[config.mk]
export PLATFORM = sky130hd
export DESIGN_NAME = vmm_dp
export DESIGN_NICKNAME = d
export VERILOG_FILES = /design/src/rtl/vmm_pkg.sv /design/src/rtl/vmm_cnt.sv /design/src/rtl/vmm_dp.sv
export SDC_FILE = /design/constraint.sdc
export NUM_CORES = 1
export LEC_CHECK = 0
export ABC_AREA = 1
export CAP_MARGIN = 20
export CORE_MARGIN = 8
export CORE_UTILIZATION = 53
export DETAILED_ROUTE_END_ITERATION = 10
export PLACE_DENSITY_LB_ADDON = 0.05
export SLEW_MARGIN = 5
export SYNTH_ARGS = -nofsm -noshare
export SYNTH_HDL_FRONTEND = slang
export SYNTH_SLANG_ARGS = --single-unit
export TNS_END_PERCENT = 20
[constraint.sdc]
create_clock -name clk -period 13.02 [get_ports clk]
set_clock_uncertainty 0.15 [all_clocks]
set_input_delay 1.953 -clock clk [delete_from_list [all_inputs] [get_ports clk]]
set_output_delay 1.953 -clock clk [all_outputs]
set_load 0.02 [all_outputs]
[src/rtl/vmm_pkg.sv]
// Shared definitions for the vector-matrix-multiply engine.
// Holds the controller state encodings (S0..S7), default matrix dimensions and
// width helper functions used by the datapath and the controller.
package vmm_pkg;

    typedef enum logic [2:0] {
        S0 = 3'd0,
        S1 = 3'd1,
        S2 = 3'd2,
        S3 = 3'd3,
        S4 = 3'd4,
        S5 = 3'd5,
        S6 = 3'd6,
        S7 = 3'd7
    } vmm_state_e;

    localparam int unsigned DefDw = 8;
    localparam int unsigned DefL  = 4;
    localparam int unsigned DefM  = 4;
    localparam int unsigned DefN  = 4;

    function automatic int unsigned vmm_max3(int unsigned a, int unsigned b, int unsigned c);
        int unsigned m;
        m = (a > b) ? a : b;
        return (m > c) ? m : c;
    endfunction

    // Loop counters must be able to hold the terminal value (L, M or N itself).
    function automatic int unsigned vmm_cw(int unsigned l, int unsigned m, int unsigned n);
        return $clog2(vmm_max3(l, m, n) + 1);
    endfunction

    // Sum of M full-width products never overflows this width.
    function automatic int unsigned vmm_accw(int unsigned dw, int unsigned m);
        return 2 * dw + $clog2(m + 1);
    endfunction

endpackage

[src/rtl/vmm_cnt.sv]
// Loop counter for the VMM datapath.
// Ports:
//   clk, rst_  - clock, asynchronous active-low reset
//   clr_i      - synchronous clear (wins over inc_i)
//   inc_i      - increment by one
//   cnt_o      - current count
// Max is the terminal value; incrementing from Max is a controller bug.
module vmm_cnt #(
    parameter int unsigned CW  = 3,
    parameter int unsigned Max = 4
) (
    input  logic          clk,
    input  logic          rst_,
    input  logic          clr_i,
    input  logic          inc_i,
    output logic [CW-1:0] cnt_o
);

    logic [CW-1:0] cnt_q, cnt_d;

    always_comb begin
        cnt_d = cnt_q;
        if (clr_i) begin
            cnt_d = '0;
        end else if (inc_i) begin
            cnt_d = cnt_q + CW'(1);
        end
    end

    always_ff @(posedge clk or negedge rst_) begin
        if (!rst_) begin
            cnt_q <= '0;
        end else begin
            cnt_q <= cnt_d;
        end
    end

    assign cnt_o = cnt_q;

    inc_in_range_a: assert property (@(posedge clk) disable iff (!rst_)
        (inc_i && !clr_i) |-> (cnt_q < CW'(Max)));

endmodule

[src/rtl/vmm_dp.sv]
// Datapath of the vector-matrix-multiply engine, C = A*B (A: LxM, B: MxN).
// Ports:
//   clk, rst_            - clock, asynchronous active-low reset
//   state                - controller state; S7 presents a C element on the output
//   *_ctl inputs         - controller strobes for counters i/j/k, accumulator, C write
//   ilt_l_or_3_ctl, jltn_ctl, kltm_ctl - loop comparator flags back to the controller
//   done_i_ctl           - output handshake completed this cycle
//   a_addr/a_data, b_addr/b_data - combinational-read operand memories
//   out_valid/out_ready/out_data/out_i/out_j - phase-2 stream of C rows 0..2
module vmm_dp import vmm_pkg::*; #(
    parameter int unsigned DW   = DefDw,
    parameter int unsigned L    = DefL,
    parameter int unsigned M    = DefM,
    parameter int unsigned N    = DefN,
    parameter int unsigned CW   = vmm_cw(L, M, N),
    parameter int unsigned ACCW = vmm_accw(DW, M)
) (
    input  logic                   clk,
    input  logic                   rst_,
    input  logic [2:0]             state,
    input  logic                   c_w_en_ctl,
    input  logic                   cl_res_ctl,
    input  logic                   ld_res_ctl,
    input  logic                   cl_i_ctl,
    input  logic                   inc_i_ctl,
    input  logic                   sel_3_ctl,
    input  logic                   cl_j_ctl,
    input  logic                   inc_j_ctl,
    input  logic                   cl_k_ctl,
    input  logic                   inc_k_ctl,
    output logic                   ilt_l_or_3_ctl,
    output logic                   jltn_ctl,
    output logic                   kltm_ctl,
    output logic                   done_i_ctl,
    output logic [$clog2(L*M)-1:0] a_addr,
    input  logic [DW-1:0]          a_data,
    output logic [$clog2(M*N)-1:0] b_addr,
    input  logic [DW-1:0]          b_data,
    output logic                   out_valid,
    input  logic                   out_ready,
    output logic [ACCW-1:0]        out_data,
    output logic [CW-1:0]          out_i,
    output logic [CW-1:0]          out_j
);

    localparam int unsigned AAW = $clog2(L * M);
    localparam int unsigned BAW = $clog2(M * N);

    localparam logic [CW-1:0] LVal     = CW'(L);
    localparam logic [CW-1:0] MVal     = CW'(M);
    localparam logic [CW-1:0] NVal     = CW'(N);
    localparam logic [CW-1:0] RowsOut  = CW'(3);

    logic [CW-1:0]   i_q, j_q, k_q;
    logic [ACCW-1:0] res_q, res_d;
    logic [ACCW-1:0] prod;
    logic [ACCW-1:0] c_q [L][N];

    // ---------------------------------------------------------------- counters
    vmm_cnt #(.CW(CW), .Max(L)) u_cnt_i (
        .clk   (clk),
        .rst_  (rst_),
        .clr_i (cl_i_ctl),
        .inc_i (inc_i_ctl),
        .cnt_o (i_q)
    );

    vmm_cnt #(.CW(CW), .Max(N)) u_cnt_j (
        .clk   (clk),
        .rst_  (rst_),
        .clr_i (cl_j_ctl),
        .inc_i (inc_j_ctl),
        .cnt_o (j_q)
    );

    vmm_cnt #(.CW(CW), .Max(M)) u_cnt_k (
        .clk   (clk),
        .rst_  (rst_),
        .clr_i (cl_k_ctl),
        .inc_i (inc_k_ctl),
        .cnt_o (k_q)
    );

    // --------------------------------------------------------- flags / addresses
    // Phase 2 only streams rows 0..2, so the row bound switches with sel_3.
    assign ilt_l_or_3_ctl = sel_3_ctl ? (i_q < RowsOut) : (i_q < LVal);
    assign jltn_ctl       = (j_q < NVal);
    assign kltm_ctl       = (k_q < MVal);

    // Terminal counter values may wrap the address; nothing is read there.
    assign a_addr = AAW'(i_q) * AAW'(M) + AAW'(k_q);
    assign b_addr = BAW'(k_q) * BAW'(N) + BAW'(j_q);

    // -------------------------------------------------------------- accumulator
    assign prod = ACCW'(a_data) * ACCW'(b_data);

    always_comb begin
        res_d = res_q;
        if (cl_res_ctl) begin
            res_d = '0;
        end else if (ld_res_ctl) begin
            res_d = res_q + prod;
        end
    end

    always_ff @(posedge clk or negedge rst_) begin
        if (!rst_) begin
            res_q <= '0;
        end else begin
            res_q <= res_d;
        end
    end

    // ---------------------------------------------------------- C register file
    // Writes take the pre-clear res_q; an index outside LxN matches no entry.
    always_ff @(posedge clk or negedge rst_) begin
        if (!rst_) begin
            for (int r = 0; r < L; r++) begin
                for (int c = 0; c < N; c++) begin
                    c_q[r][c] <= '0;
                end
            end
        end else if (c_w_en_ctl) begin
            for (int r = 0; r < L; r++) begin
                for (int c = 0; c < N; c++) begin
                    if (i_q == CW'(r) && j_q == CW'(c)) begin
                        c_q[r][c] <= res_q;
                    end
                end
            end
        end
    end

    c_write_in_range_a: assert property (@(posedge clk) disable iff (!rst_)
        c_w_en_ctl |-> (i_q < LVal && j_q < NVal));

    // ------------------------------------------------------------ output stream
    always_comb begin
        out_data = '0;
        for (int r = 0; r < L; r++) begin
            for (int c = 0; c < N; c++) begin
                if (i_q == CW'(r) && j_q == CW'(c)) begin
                    out_data = c_q[r][c];
                end
            end
        end
    end

    assign out_valid  = (state == S7);
    assign done_i_ctl = out_valid & out_ready;
    assign out_i      = i_q;
    assign out_j      = j_q;

endmodule

==> run metrics <==
status=completed; post-CTS setup buffer count=0; area of the multi-input gates=8490 um^2; vias=15000; Final Cycle Share=50.4%; Routed WL=47900 um; clk buf depth=3; setup TNS=0 ns; worst rel slew slack=23.0%; Buffers & Inverters on Critical Path=2; power per cell area=166 nW/um^2; synthesis-stage register bit count=332; Initial DRC Count=1175; slowest stage delay, CP=0.76 ns; Reg2Reg Depth=19; Gate Count Post-Synth=2412; Layout area overhead=12.8%; CP Depth=23; syn avg cell area=7.66 um^2; Inserted Clock Buffers=39; Placed Instance Area=19300 um^2; LEAKAGE=0.0107 uW; Placement Rows=68; CP Class=reg -> out; Fmax=0.152 GHz; Wirelength per Cell=16.6 um; Sink Count=332; Antenna Violating Nets Remaining=0; fin. max-slew vios=0; # setup viols final=0; area share of the largest cell type after synthesis=44.9%; Post-CTS Hold Fix Bufs=0; Antenna Cells=0; Synth Net Count=2548; Tightest Pin Transition=1.16 ns; yosys warns=0; CP max-delay cell=nor2_2; Synth area leader=dfrtp_1; vias per inst=5.22; CP delay by family, top=simple AND/OR/NAND/NOR gates; routability congestion estimate=0.890; critical path, cell by cell=inv_1 > ha_1 > nand2_4 > nor2_2 > nand2_1 > nand3_1 > nand2_1 > nand2_1 > nand2_1 > nand2_1 > nand2_1 > nand2_1 > nand3_1 > nand3_1 > nand3_1 > nand2_1 > nand2_1 > nand3_1 > nand2_1 > nand2_1 > nand2_1 > nand2_1 > clkdlybuf4s50_1; CTS clk-pin slew, worst paths=0.06 ns; die width=203 um; # DRC=0; crit path time final=6.56 ns; CTS root buf=clkbuf_16; pin count of the biggest net entering global routing=136; first-pass GRT wire length=79100 um; Peak VDD IR=0.0000960 V; Finished Cell Area=20800 um^2; vias in the first global route=14500; Core ar.=34500 um^2; Clk Latency, worst-skew pair=0.56 ns; CP Launch Type=register; hold crit path type=reg -> reg; most common cell after layout, fill and taps aside=nand2_1; required time worst endpoint=10.92 ns; layout cells sized above 1=5.82%; final net count=2530; critical path arrival=4.46 ns; fill count=3179; CTS tree=built; Layout Utilization=60.5%; DP Wirelength=31100 um; post-CTS sizing=0; H-tree depth=2; Finished Layout Cells=2879; Placed Instances=2797; grt ovf=0; Fin. Hold Viols=0; maxcap violations=0; Seq/Total Area, Yosys=44.9%; Worst Path Max Fanout=20; Initial Util=53.6%; Critical Path Most Common Cell=nand2_1; Storage cell area=8310 um^2; Die Area=41100 um^2; most frequent cells in the layout=816 x nand2_1, 334 x o21ai_0, 332 x dfrtp_1; IO buf count=69; initial antenna violation count=0; I/O Pins=70; synth top area cells=dfrtp_1 45%, nand2_1 17%, o21ai_0 9.0%, fa_1 5.4%, inv_1 5.4%; Hold Crit Depth=2; total track usage=23.8%; Pre-antenna DRT Iters=6; Yosys cell types=39; Setup crit end kind=primary output; die height=203 um; RSZ-0062 raised after global routing=false; Cell Area, Synth=18500 um^2
==> worst min-delay path: cells and delay by family, from the launching register on <==
kind	cells	cell delay [ns]
AOI/OAI and AO/OA	1	0.06
DFF	1	0.34
and+or+nand+nor	1	0.05
==> power breakdown <==
group | total, uW | leakage, uW | internal (uW) | switching [uW]
clock network | 1100 | 0.000639 | 659 | 445
logic | 1050 | 0.00549 | 364 | 683
registers | 1310 | 0.00455 | 1210 | 92.1
total | 3460 | 0.0107 | 2240 | 1220
==> through the flow <==
stage | total power (uW) | hold slack, ns | setup slack, ns
finish | 3460 | 0.327 | 6.46
global route | 3710 | 0.344 | 6.07
CTS | 3480 | 0.330 | 6.40
detailed placement | 2370 | 0.315 | 6.26
global placement | 2340 | 0.308 | 6.31
floorplan | 2030 | 0.295 | 7.00
==> synthesized netlist by cell type (all sizes together) <==
master,n
xor2,4
ha,54
inv,276
clkinv,1
a31oi,3
o22ai,7
nor2,113
fa,50
o21ai,349
buf,35
and3,1
nand3,143
dfrtp,332
nor4,2
and2,1
or2,65
a21oi,12
nand2,822
o31ai,1
o32ai,2
clkbuf,121
nor3,4
o211ai,2
xnor2,4
a211oi,6
o221ai,2
==> path summary, 6_finish.rpt <==
check	from	endpoint	slack, ns
min in group asynchronous	rst_	c_q[300]	1.27
max in group asynchronous	rst_	c_q[13]	9.21
worst min-delay path	c_q[120]	c_q[120]	0.33
worst min register to register	c_q[120]	c_q[120]	0.33
worst max register to register	res_q[6]	res_q[13]	7.90
worst max-delay path	u_cnt_j.cnt_o[1]	out_data[6]	6.46
==> routing by layer <==
| metal | vias to the layer above | routed length [um] | GRT usage [%] | share of wire (%) |
|---|---|---|---|---|
| met4 | 0 | 1150 | 6.81 | 2.4 |
| li1 | 7465 | - | - | - |
| met5 | - | 0 | 0 | 0 |
| met1 | 7150 | 22600 | 33.8 | 47 |
| met3 | 63 | 2590 | 4.34 | 5.4 |
| met2 | 338 | 21600 | 37.1 | 45 |
==> sequential cells by signal (all words and copies together) (netlist names) <==
signal         cells
u_cnt_k.cnt_o      3
u_cnt_i.cnt_o      3
u_cnt_j.cnt_o      3
c_q              304
res_q             19
==> layout make-up <==
cell class / count / area share, %
inverter: 277 / 4.99
clock inverter: 12 / 0.642
sequential: 332 / 39.9
multi-input combinational: 1647 / 40.7
timing repair buffer: 97 / 5.47
tap: 455 / 2.73
clock buffer: 59 / 5.58
==> cells by family after synthesis <==
family                     after synthesis  synth area share (%)
and+or+nand+nor                       1151                  25.8
buffers and inverters                  433                  9.15
AOI/OAI and AO/OA                      384                  10.7
DFF                                    332                  44.9
adders and majority gates              104                  9.07
xor gates and xnor gates                 8                 0.379
Power figures use the tool's default switching activity.
